==> config.mk <==
export PLATFORM = sky130hd
export DESIGN_NAME = smg_scan_module
export DESIGN_NICKNAME = d
export VERILOG_FILES = /design/src/rtl/smg_pkg.sv /design/src/rtl/smg_seg_encode.sv /design/src/rtl/smg_scan_module.sv
export SDC_FILE = /design/constraint.sdc
export NUM_CORES = 1
export LEC_CHECK = 0
export BUFFER_PORTS_ARGS = -buffer_cell sky130_fd_sc_hd__buf_2
export CORE_MARGIN = 3
export CORE_UTILIZATION = 59
export DETAILED_ROUTE_END_ITERATION = 10
export PLACE_DENSITY = 0.88
export SLEW_MARGIN = 30
export SYNTH_ARGS = -nofsm -noshare
export SYNTH_HDL_FRONTEND = slang
export SYNTH_SLANG_ARGS = --single-unit
==> constraint.sdc <==
create_clock -name CLK -period 4.1 [get_ports CLK]
set_input_delay 0 -clock CLK [delete_from_list [all_inputs] [get_ports CLK]]
set_output_delay 0 -clock CLK [all_outputs]
set_load 0.02 [all_outputs]
==> src/rtl/smg_pkg.sv <==
// smg_pkg: 7-segment glyph table and bit positions shared by the scan controller.
package smg_pkg;
    localparam int DP_BIT = 7;
    localparam logic [6:0] SEG_BLANK = 7'h00;
    // {g,f,e,d,c,b,a} active-high glyphs for hex 0..F
    localparam logic [6:0] GLYPH [16] = '{
        7'h3F, 7'h06, 7'h5B, 7'h4F, 7'h66, 7'h6D, 7'h7D, 7'h07,
        7'h7F, 7'h6F, 7'h77, 7'h7C, 7'h39, 7'h5E, 7'h79, 7'h71
    };
endpackage

==> src/rtl/smg_seg_encode.sv <==
// smg_seg_encode: nibble + blank + dp to active-high {dp,g..a} segment pattern.
module smg_seg_encode
    import smg_pkg::*;
(
    input  logic [3:0] i_nib,
    input  logic       i_blank,
    input  logic       i_dp,
    output logic [7:0] o_seg
);
    assign o_seg = {i_dp, i_blank ? SEG_BLANK : GLYPH[i_nib]};
endmodule

==> src/rtl/smg_scan_module.sv <==
// smg_scan_module: multiplexed 7-segment scan with frame snapshot, zero blanking,
// per-digit dp, PWM brightness and a frame tick; outputs carry one clock of latency.
module smg_scan_module
    import smg_pkg::*;
#(
    parameter int N_DIGITS   = 6,
    parameter int T_SLOT     = 50000,
    parameter int BRIGHT_W   = 3,
    parameter int SEL_ACT_LO = 1,
    parameter int SEG_ACT_LO = 1
)(
    input  logic                    CLK,
    input  logic                    RST,
    input  logic                    En,
    input  logic [4*N_DIGITS-1:0]   Number_Sig,
    input  logic [N_DIGITS-1:0]     Dp_Sig,
    input  logic                    Blank_Lz,
    input  logic [BRIGHT_W-1:0]     Bright,
    output logic [N_DIGITS-1:0]     Scan_Sel,
    output logic [7:0]              Seg_Out,
    output logic [3:0]              Number_Data,
    output logic                    Frame_Tick
);
    localparam int CW = $clog2(T_SLOT);
    localparam int IW = $clog2(N_DIGITS);
    localparam logic [CW-1:0] C_LAST = CW'(T_SLOT - 1);
    localparam logic [IW-1:0] I_LAST = IW'(N_DIGITS - 1);
    localparam logic [CW-1:0] STEP = CW'(T_SLOT >> BRIGHT_W);
    localparam logic [N_DIGITS-1:0] SEL_OFF = (SEL_ACT_LO != 0) ? '1 : '0;
    localparam logic [7:0] SEG_OFF = (SEG_ACT_LO != 0) ? 8'hFF : 8'h00;

    logic [CW-1:0]         r_c1;
    logic [IW-1:0]         r_idx;
    logic [4*N_DIGITS-1:0] r_num;
    logic [N_DIGITS-1:0]   r_dp;
    logic [N_DIGITS-1:0]   r_mask;
    logic [CW-1:0]         r_thr;
    logic                  r_full;

    logic                  w_fs;
    logic                  w_last;
    logic                  w_on;
    logic                  w_run;
    logic [4*N_DIGITS-1:0] w_num;
    logic [N_DIGITS-1:0]   w_dp;
    logic [N_DIGITS-1:0]   w_mask;
    logic [N_DIGITS-1:0]   w_lz;
    logic [N_DIGITS-1:0]   w_dpr;
    logic [N_DIGITS-1:0]   w_sel;
    logic [CW-1:0]         w_thr;
    logic                  w_full;
    logic [3:0]            w_digs [N_DIGITS];
    logic [3:0]            w_nib;
    logic [7:0]            w_seg;

    assign w_last = r_c1 == C_LAST;
    assign w_fs   = En && r_idx == '0 && r_c1 == '0;
    // On the frame-start cycle the live inputs feed the output path directly so
    // digit 0 already shows the values being captured into the shadow registers.
    assign w_num  = w_fs ? Number_Sig : r_num;
    assign w_dp   = w_fs ? Dp_Sig : r_dp;
    assign w_mask = w_fs ? w_lz : r_mask;
    assign w_thr  = w_fs ? STEP * CW'(Bright) : r_thr;
    assign w_full = w_fs ? &Bright : r_full;

    always_comb begin
        w_lz  = '0;
        w_dpr = '0;
        w_run = Blank_Lz;
        for (int i = 0; i < N_DIGITS; i++) begin
            w_digs[i] = w_num[4*(N_DIGITS-1-i) +: 4];
            w_dpr[i]  = w_dp[N_DIGITS-1-i];
        end
        for (int i = 0; i < N_DIGITS - 1; i++) begin
            w_run   = w_run && Number_Sig[4*(N_DIGITS-1-i) +: 4] == 4'h0;
            w_lz[i] = w_run;
        end
    end

    assign w_nib = w_digs[r_idx];
    assign w_sel = N_DIGITS'(1) << r_idx;
    assign w_on  = En && (w_full || r_c1 < w_thr) && !w_last;

    smg_seg_encode u_enc (
        .i_nib   (w_nib),
        .i_blank (w_mask[r_idx]),
        .i_dp    (w_dpr[r_idx]),
        .o_seg   (w_seg)
    );

    always_ff @(posedge CLK or posedge RST) begin
        if (RST) begin
            r_c1   <= '0;
            r_idx  <= '0;
            r_num  <= '0;
            r_dp   <= '0;
            r_mask <= '0;
            r_thr  <= '0;
            r_full <= 1'b0;
        end else begin
            r_c1  <= (!En || w_last) ? '0 : r_c1 + 1'b1;
            r_idx <= !En ? '0 : w_last ? (r_idx == I_LAST ? '0 : r_idx + 1'b1) : r_idx;
            if (w_fs) begin
                r_num  <= Number_Sig;
                r_dp   <= Dp_Sig;
                r_mask <= w_lz;
                r_thr  <= w_thr;
                r_full <= w_full;
            end
        end
    end

    always_ff @(posedge CLK or posedge RST) begin
        if (RST) begin
            Scan_Sel    <= SEL_OFF;
            Seg_Out     <= SEG_OFF;
            Number_Data <= 4'h0;
            Frame_Tick  <= 1'b0;
        end else begin
            Scan_Sel    <= w_on ? ((SEL_ACT_LO != 0) ? ~w_sel : w_sel) : SEL_OFF;
            Seg_Out     <= w_on ? ((SEG_ACT_LO != 0) ? ~w_seg : w_seg) : SEG_OFF;
            Number_Data <= En ? w_nib : 4'h0;
            Frame_Tick  <= w_fs;
        end
    end
endmodule

==> results.cfg, run 1 <==
[outcome]
status = complete, no violations

[clock_network]
cts_inserted_buffers = 9
cts_buffer_depth = 2
clk_latency_ps = 370
cts_tree = done
h-tree-depth = 3
clkTransAtPathRegs_ps = 90
cts_setup_buffers = 0
cts-root-buf = clkbuf_8
cts.sinks = 91

[sta]
tns_ps = 0
period_share_pct = 89.1
slew_violations = 0
max_freq_mhz = 274
final-hold-violation-count = 0
whs_ps = 20.1
slew_headroom_pct = 51.4
final-setup-viol-count = 0
rsz0062_at_grt = no
finClkSkew_ps = 9.82
period_minus_slack_ps = 3650
final.setup.worst_slack_ps = 447
worst_pin_slew_ps = 729

[worst_setup_path]
critPathKind = flop to flop
critical_path.top_delay_family = simple AND/OR/NAND/NOR gates
end_kind = flop
crit_cells = 17
critPathLaunch = r_c1[0]$_DFF_PP0_
start_kind = flop
cp_max_fo = 15
r2r_slack_ps = 450
crit_required_ps = 4370
cp_cell_sequence = inv_1 > ha_1 > nor2b_1 > and4_4 > nand2_2 > inv_2 > nand2_1 > nand2_1 > inv_1 > ha_1 > a21oi_1 > a2bb2oi_1 > a211oi_1 > a311oi_1 > a31oi_2 > nor3_4 > o221ai_1
ff2ff_path_depth = 17
worstReg2RegStart = r_c1[0]$_DFF_PP0_
slowest_stage = dfrtp_1
cp.arrival_ps = 3920
critPathBufInv = 3
slowest_delay_ps = 450

[synthesis]
synth_flop_cell = dfrtp_1
yosysWarnings = 0
synth_xor_area_share_pct = 3.53
synthSimpleGateAreaFrac_pct = 22.7
synth_fa_ha_area_share_pct = 8.33
syn_nets = 595
synth_top_family_by_area = simple AND/OR/NAND/NOR gates
muxShareOfSynthArea_pct = 2.60
syn_area_um2 = 4960
netlist_instances = 525
synth_compound_gate_area_share_pct = 12.0
synth.distinct_cells = 66
postSynth.asyncResetShare_pct = 100
seq_area_frac_synth_pct = 46.3
synth_enable_flop_cells = 0
syn_area_per_cell_um2 = 9.44
ys_seq_elements = 91

[floorplanning]
dieArea_um2 = 9540
pin_count = 56
rows = 32
start_util_pct = 62.5
die_height_um = 97.7
core_um2 = 7930
die_x_um = 97.7

[grt]
use_met3_pct = 5.10
grt_pass1_vias = 4411
grt_pass1_wl_um = 21300
gr-usage-all-layers_pct = 27.7
grt_max_degree = 52
gr-usage-met2_pct = 45.4
grt_overflow = 0
use_met1_pct = 36.1
top_usage_layer = met2
antenna_found_initial = 0

[cells_and_area]
layout_common_cells = nand2_1, dfrtp_1, buf_2
layout_commonest_cell = nand2_1
synthToLayoutAreaGrowth_pct = 18.5
layout-drive-gt1-share_pct = 19.4
antenna_cells = 0
nNetsFinal = 682

[place]
hpwlAfterDp_um = 8460
port_buffers = 55
gp_congestion = 0.935
pre_cts_slack_ps = 373

[drt]
drtPass1Iterations = 6
finalWirelength_um = 12800
route.vias.total = 4337
drtIter0Drc = 543
wl_per_cell_um = 17.8
viasPerCell = 6.03
drtAntennaViolNets = 0
remaining_drc_errors = 0

[min_path]
hold_class = input port to flop
min_path_cells = 3
hold_start = Bright[2]

[pwr]
peakVddDrop_mv = 0.184
p_total_mw = 2.35
p_leak_nw = 2.84
power_density_nw_per_um2 = 400

[flow_run]
drv_cap = 0
## layer usage
layer	routed length (um)	part of all wire, %	vias up
met5	0	0	-
met4	427	3.3	0
li1	-	-	1979
met1	5050	39	2068
met3	1120	8.8	42
met2	6230	49	248
## cell families (layout without fill, tap and decap cells)
family | after synthesis | after routing
compound gates | 86 | 86
xor+xnor | 20 | 20
fa+ha+maj | 33 | 33
buf+inv | 52 | 144
flops | 91 | 91
mux | 10 | 10
simple gates | 233 | 233
## Yosys cell counts, types with 5 or more instances
cell      instances  area [um2]
nor2_1           38         143
and2_1           10        62.6
nor4_1            5        31.3
ha_1             33         413
a21oi_1           5        25.0
nand2_1         120         450
clkbuf_1         13        48.8
mux2i_1           5        50.1
and3_1            6        37.5
xnor2_1          10        87.6
dfrtp_1          77        1930
nand4_1           5        31.3
a311oi_1          5        43.8
nand3_1          25         125
o21ai_0          23         115
a31oi_1           8        50.1
dfstp_2          14         368
o21ai_1           8        40.0
xor2_1           10        87.6
a211o_1           5        43.8
inv_1            28         105
## report_power, final
part           switching [mW]  internal, mW  total (mW)
clock network           0.326         0.360       0.686
registers              0.0525          1.04        1.09
logic                   0.352         0.222       0.574
total                   0.730          1.62        2.35
## what timing repair did
action / 4_1_cts / 5_1_grt
hold buffers: 33 / 0
endpoints found under the setup margin: 0 / 7
endpoints found under the hold margin: 77 / 0
gates resized for setup: 0 / 1
## final timing paths
kind / endpoint
min: r_full$_DFFE_PP0N_
max reg2reg: Seg_Out[1]$_DFF_PP1_
max in group asynchronous: r_c1[1]$_DFF_PP0_
min reg2reg: r_thr[12]$_DFFE_PP0N_
max: Seg_Out[1]$_DFF_PP1_
min in group asynchronous: r_thr[12]$_DFFE_PP0N_
## worst reg2reg max path, cell delays in order (launching register included)
cell and delay, ps:
dfrtp_1 450, inv_1 80, ha_1 130, nor2b_1 200
and4_4 260, nand2_2 180, inv_2 260, nand2_1 100
nand2_1 100, inv_1 50, ha_1 280, a21oi_1 130
a2bb2oi_1 190, a211oi_1 90, a311oi_1 310, a31oi_2 200
nor3_4 340, o221ai_1 190
## state kept, by name, summed over array words and instances (netlist names), 3 cells and up
| register | cells |
|---|---|
| Number_Data | 4 |
| r_thr | 16 |
| r_mask | 6 |
| Scan_Sel | 6 |
| r_num | 24 |
| r_idx | 3 |
| r_dp | 6 |
| Seg_Out | 8 |
| r_c1 | 16 |
## through the flow
stage          util, %  instance area [um2]  instances
3_3_place_gp      67.1                 5320        670
2_1_floorplan        -                 4960        525
5_1_grt           74.1                 5880        719
4_1_cts           74.1                 5870        719
3_5_place_dp      67.1                 5320        670
6_report          74.1                 5880        719
## area by class of cell
type                       count  area [um2]
clock buffer                  10         138
sequential                    91        2290
multi-input combinational    382        2440
inverter                      31         118
timing repair buffer          97         673
fill                         520        2050
clock inverter                 6        88.8
tap                          102         128
(Power assumes the default switching activity.)
==> run 2, diff against run 1 <==
Settings changed: REMOVE_ABC_BUFFERS from default to 1.
==> results.cfg, run 2 (synthesized netlist as in run 1, its figures left out) <==
[outcome]
status = complete, no violations

[pwr]
peakVddDrop_mv = 0.204
power_frac_seq_pct = 45.7
p_comb_share_pct = 25.0
switching_share_pct = 32.8
power_density_nw_per_um2 = 407
clkPwrFrac_pct = 29.4
p_switching_mw = 0.787
p_int_mw = 1.61
p_leak_nw = 2.83

[min_path]
holdPathEnd = r_full$_DFFE_PP0N_
hold_class = input port to flop
hold_start = Bright[2]
min_path_cells = 3

[worst_setup_path]
critical_path.top_delay_family = simple AND/OR/NAND/NOR gates
worstReg2RegStart = r_c1[0]$_DFF_PP0_
slowest_stage = dfrtp_1
slowest_delay_ps = 460
critPathKind = flop to flop
end_kind = flop
ff2ff_path_depth = 17
cp_cell_sequence = inv_1 > ha_1 > nor2b_1 > and4_4 > nand2_1 > clkinv_2 > nand2_1 > nand2_1 > inv_1 > ha_1 > nand4_1 > or3_1 > nor2_1 > o2111ai_1 > a31oi_2 > nor3_4 > a22oi_1
cp_max_fo = 17
critPathBufInv = 3
crit_top_cell = nand2_1
cp.arrival_ps = 4250
r2r_slack_ps = 150
start_kind = flop
r2r_end = Seg_Out[0]$_DFF_PP1_
crit_required_ps = 4400

[place]
dp.cells = 669
gp_congestion = 0.936
pre_cts_slack_ps = 273
place_area_um2 = 5310
port_buffers = 55
hpwlAfterDp_um = 8970

[floorplanning]
rows = 32
pin_count = 56
die_height_um = 97.7
dieArea_um2 = 9540
die_x_um = 97.7
core_um2 = 7930
start_util_pct = 62.5

[drt]
route.vias.total = 4528
drtAntennaViolNets = 0
finalWirelength_um = 13900
wl_per_cell_um = 19.4
remaining_drc_errors = 0
drtIter0Drc = 620
drtPass1Iterations = 7
viasPerCell = 6.30

[sta]
period_minus_slack_ps = 3950
final.setup.worst_slack_ps = 152
slew_headroom_pct = 51.3
final-hold-violation-count = 0
whs_ps = 25.1
max_freq_mhz = 253
finClkSkew_ps = 15.4
tns_ps = 0
worst_pin_slew_ps = 728
period_share_pct = 96.3
final-setup-viol-count = 0
slew_violations = 0

[grt]
grt_pass1_vias = 4610
grt_overflow = 0
gr-usage-all-layers_pct = 29.9
grt_max_degree = 60
grt_pass1_wl_um = 22900
antenna_found_initial = 1

[clock_network]
cts-root-buf = clkbuf_8
cts_inserted_buffers = 9
cts_tree = done
cts_setup_buffers = 0
clk_latency_ps = 370
cts_buffer_depth = 2
clkTransAtPathRegs_ps = 100
h-tree-depth = 3
cts.sinks = 91

[cells_and_area]
layout-drive-gt1-share_pct = 19.6
largest_reg_flops = 24
layout_commonest_cell = nand2_1
layout_common_cells = nand2_1, dfrtp_1, buf_2
top_regs = r_num (24), r_c1 (16), r_thr (16)
nNetsFinal = 681
synthToLayoutAreaGrowth_pct = 18.7
fill_cells = 509
regMostFlops = r_num
finalNonFillerCells = 719
final_area_um2 = 5890

[flow_run]
drv_cap = 0
[run 2: final cells by class]
| type | count | area [um2] | area share [%] |
|---|---|---|---|
| Antenna cell | 1 | 2.50 | 0.0425 |
| Sequential cell | 91 | 2290 | 39.0 |
| Clock inverter | 7 | 101 | 1.72 |
| Tap cell | 102 | 128 | 2.17 |
| Inverter | 31 | 123 | 2.08 |
| Timing Repair Buffer | 96 | 666 | 11.3 |
| Multi-Input combinational cell | 382 | 2450 | 41.6 |
| Clock buffer | 9 | 124 | 2.10 |
[run 2: layer usage]
layer,GRT usage [%],part of all wire (%),wire length (um),vias to the layer above
met2,47.9,48,6650,339
met4,16.7,6.4,886,0
met1,37.2,37,5100,2107
met5,0,0,0,-
li1,-,-,-,1976
met3,6.89,9.2,1290,106
[run 2: power by group through the flow]
stage	Clock (mW)	Combinational (mW)	Sequential (mW)
after global routing	0.744	0.649	1.10
after global placement	0	0.501	1.10
final	0.704	0.599	1.09
after detailed placement	0	0.535	1.11
after CTS	0.687	0.563	1.09
after floorplan	0	0.342	1.12
[run 2: stage by stage]
stage | total power, mW | util (%)
after floorplan | 1.47 | -
after global placement | 1.60 | 67.0
after detailed placement | 1.64 | 67.0
after CTS | 2.34 | 74.0
after global routing | 2.50 | 74.3
final | 2.40 | 74.3
[run 2: timing repair]
item,in CTS,in global routing
gates resized for setup,0,7
endpoints found under the hold margin,84,0
hold buffers,33,0
endpoints found under the setup margin,0,14
[run 2: worst max-delay path by stage]
stage | from | to | cells after the start
5_1_grt | r_c1[0]$_DFF_PP0_ | Seg_Out[0]$_DFF_PP1_ | 16
2_1_floorplan | r_idx[0]$_DFFE_PP0N_ | Seg_Out[1]$_DFF_PP1_ | 15
6_report | r_c1[0]$_DFF_PP0_ | Seg_Out[0]$_DFF_PP1_ | 17
3_5_place_dp | r_c1[0]$_DFF_PP0_ | Seg_Out[1]$_DFF_PP1_ | 17
4_1_cts | r_c1[0]$_DFF_PP0_ | Seg_Out[1]$_DFF_PP1_ | 17
3_3_place_gp | r_c1[0]$_DFF_PP0_ | Scan_Sel[2]$_DFF_PP1_ | 16
[run 2: worst reg2reg max path, cell delays in order (launching register included)]
cell       delay (ps)
dfrtp_1           460
inv_1              90
ha_1              140
nor2b_1           220
and4_4            360
nand2_1           160
clkinv_2          230
nand2_1           150
nand2_1           120
inv_1              70
ha_1              310
nand4_1           100
or3_1             370
nor2_1            200
o2111ai_1         180
a31oi_2           390
nor3_4            110
a22oi_1           210
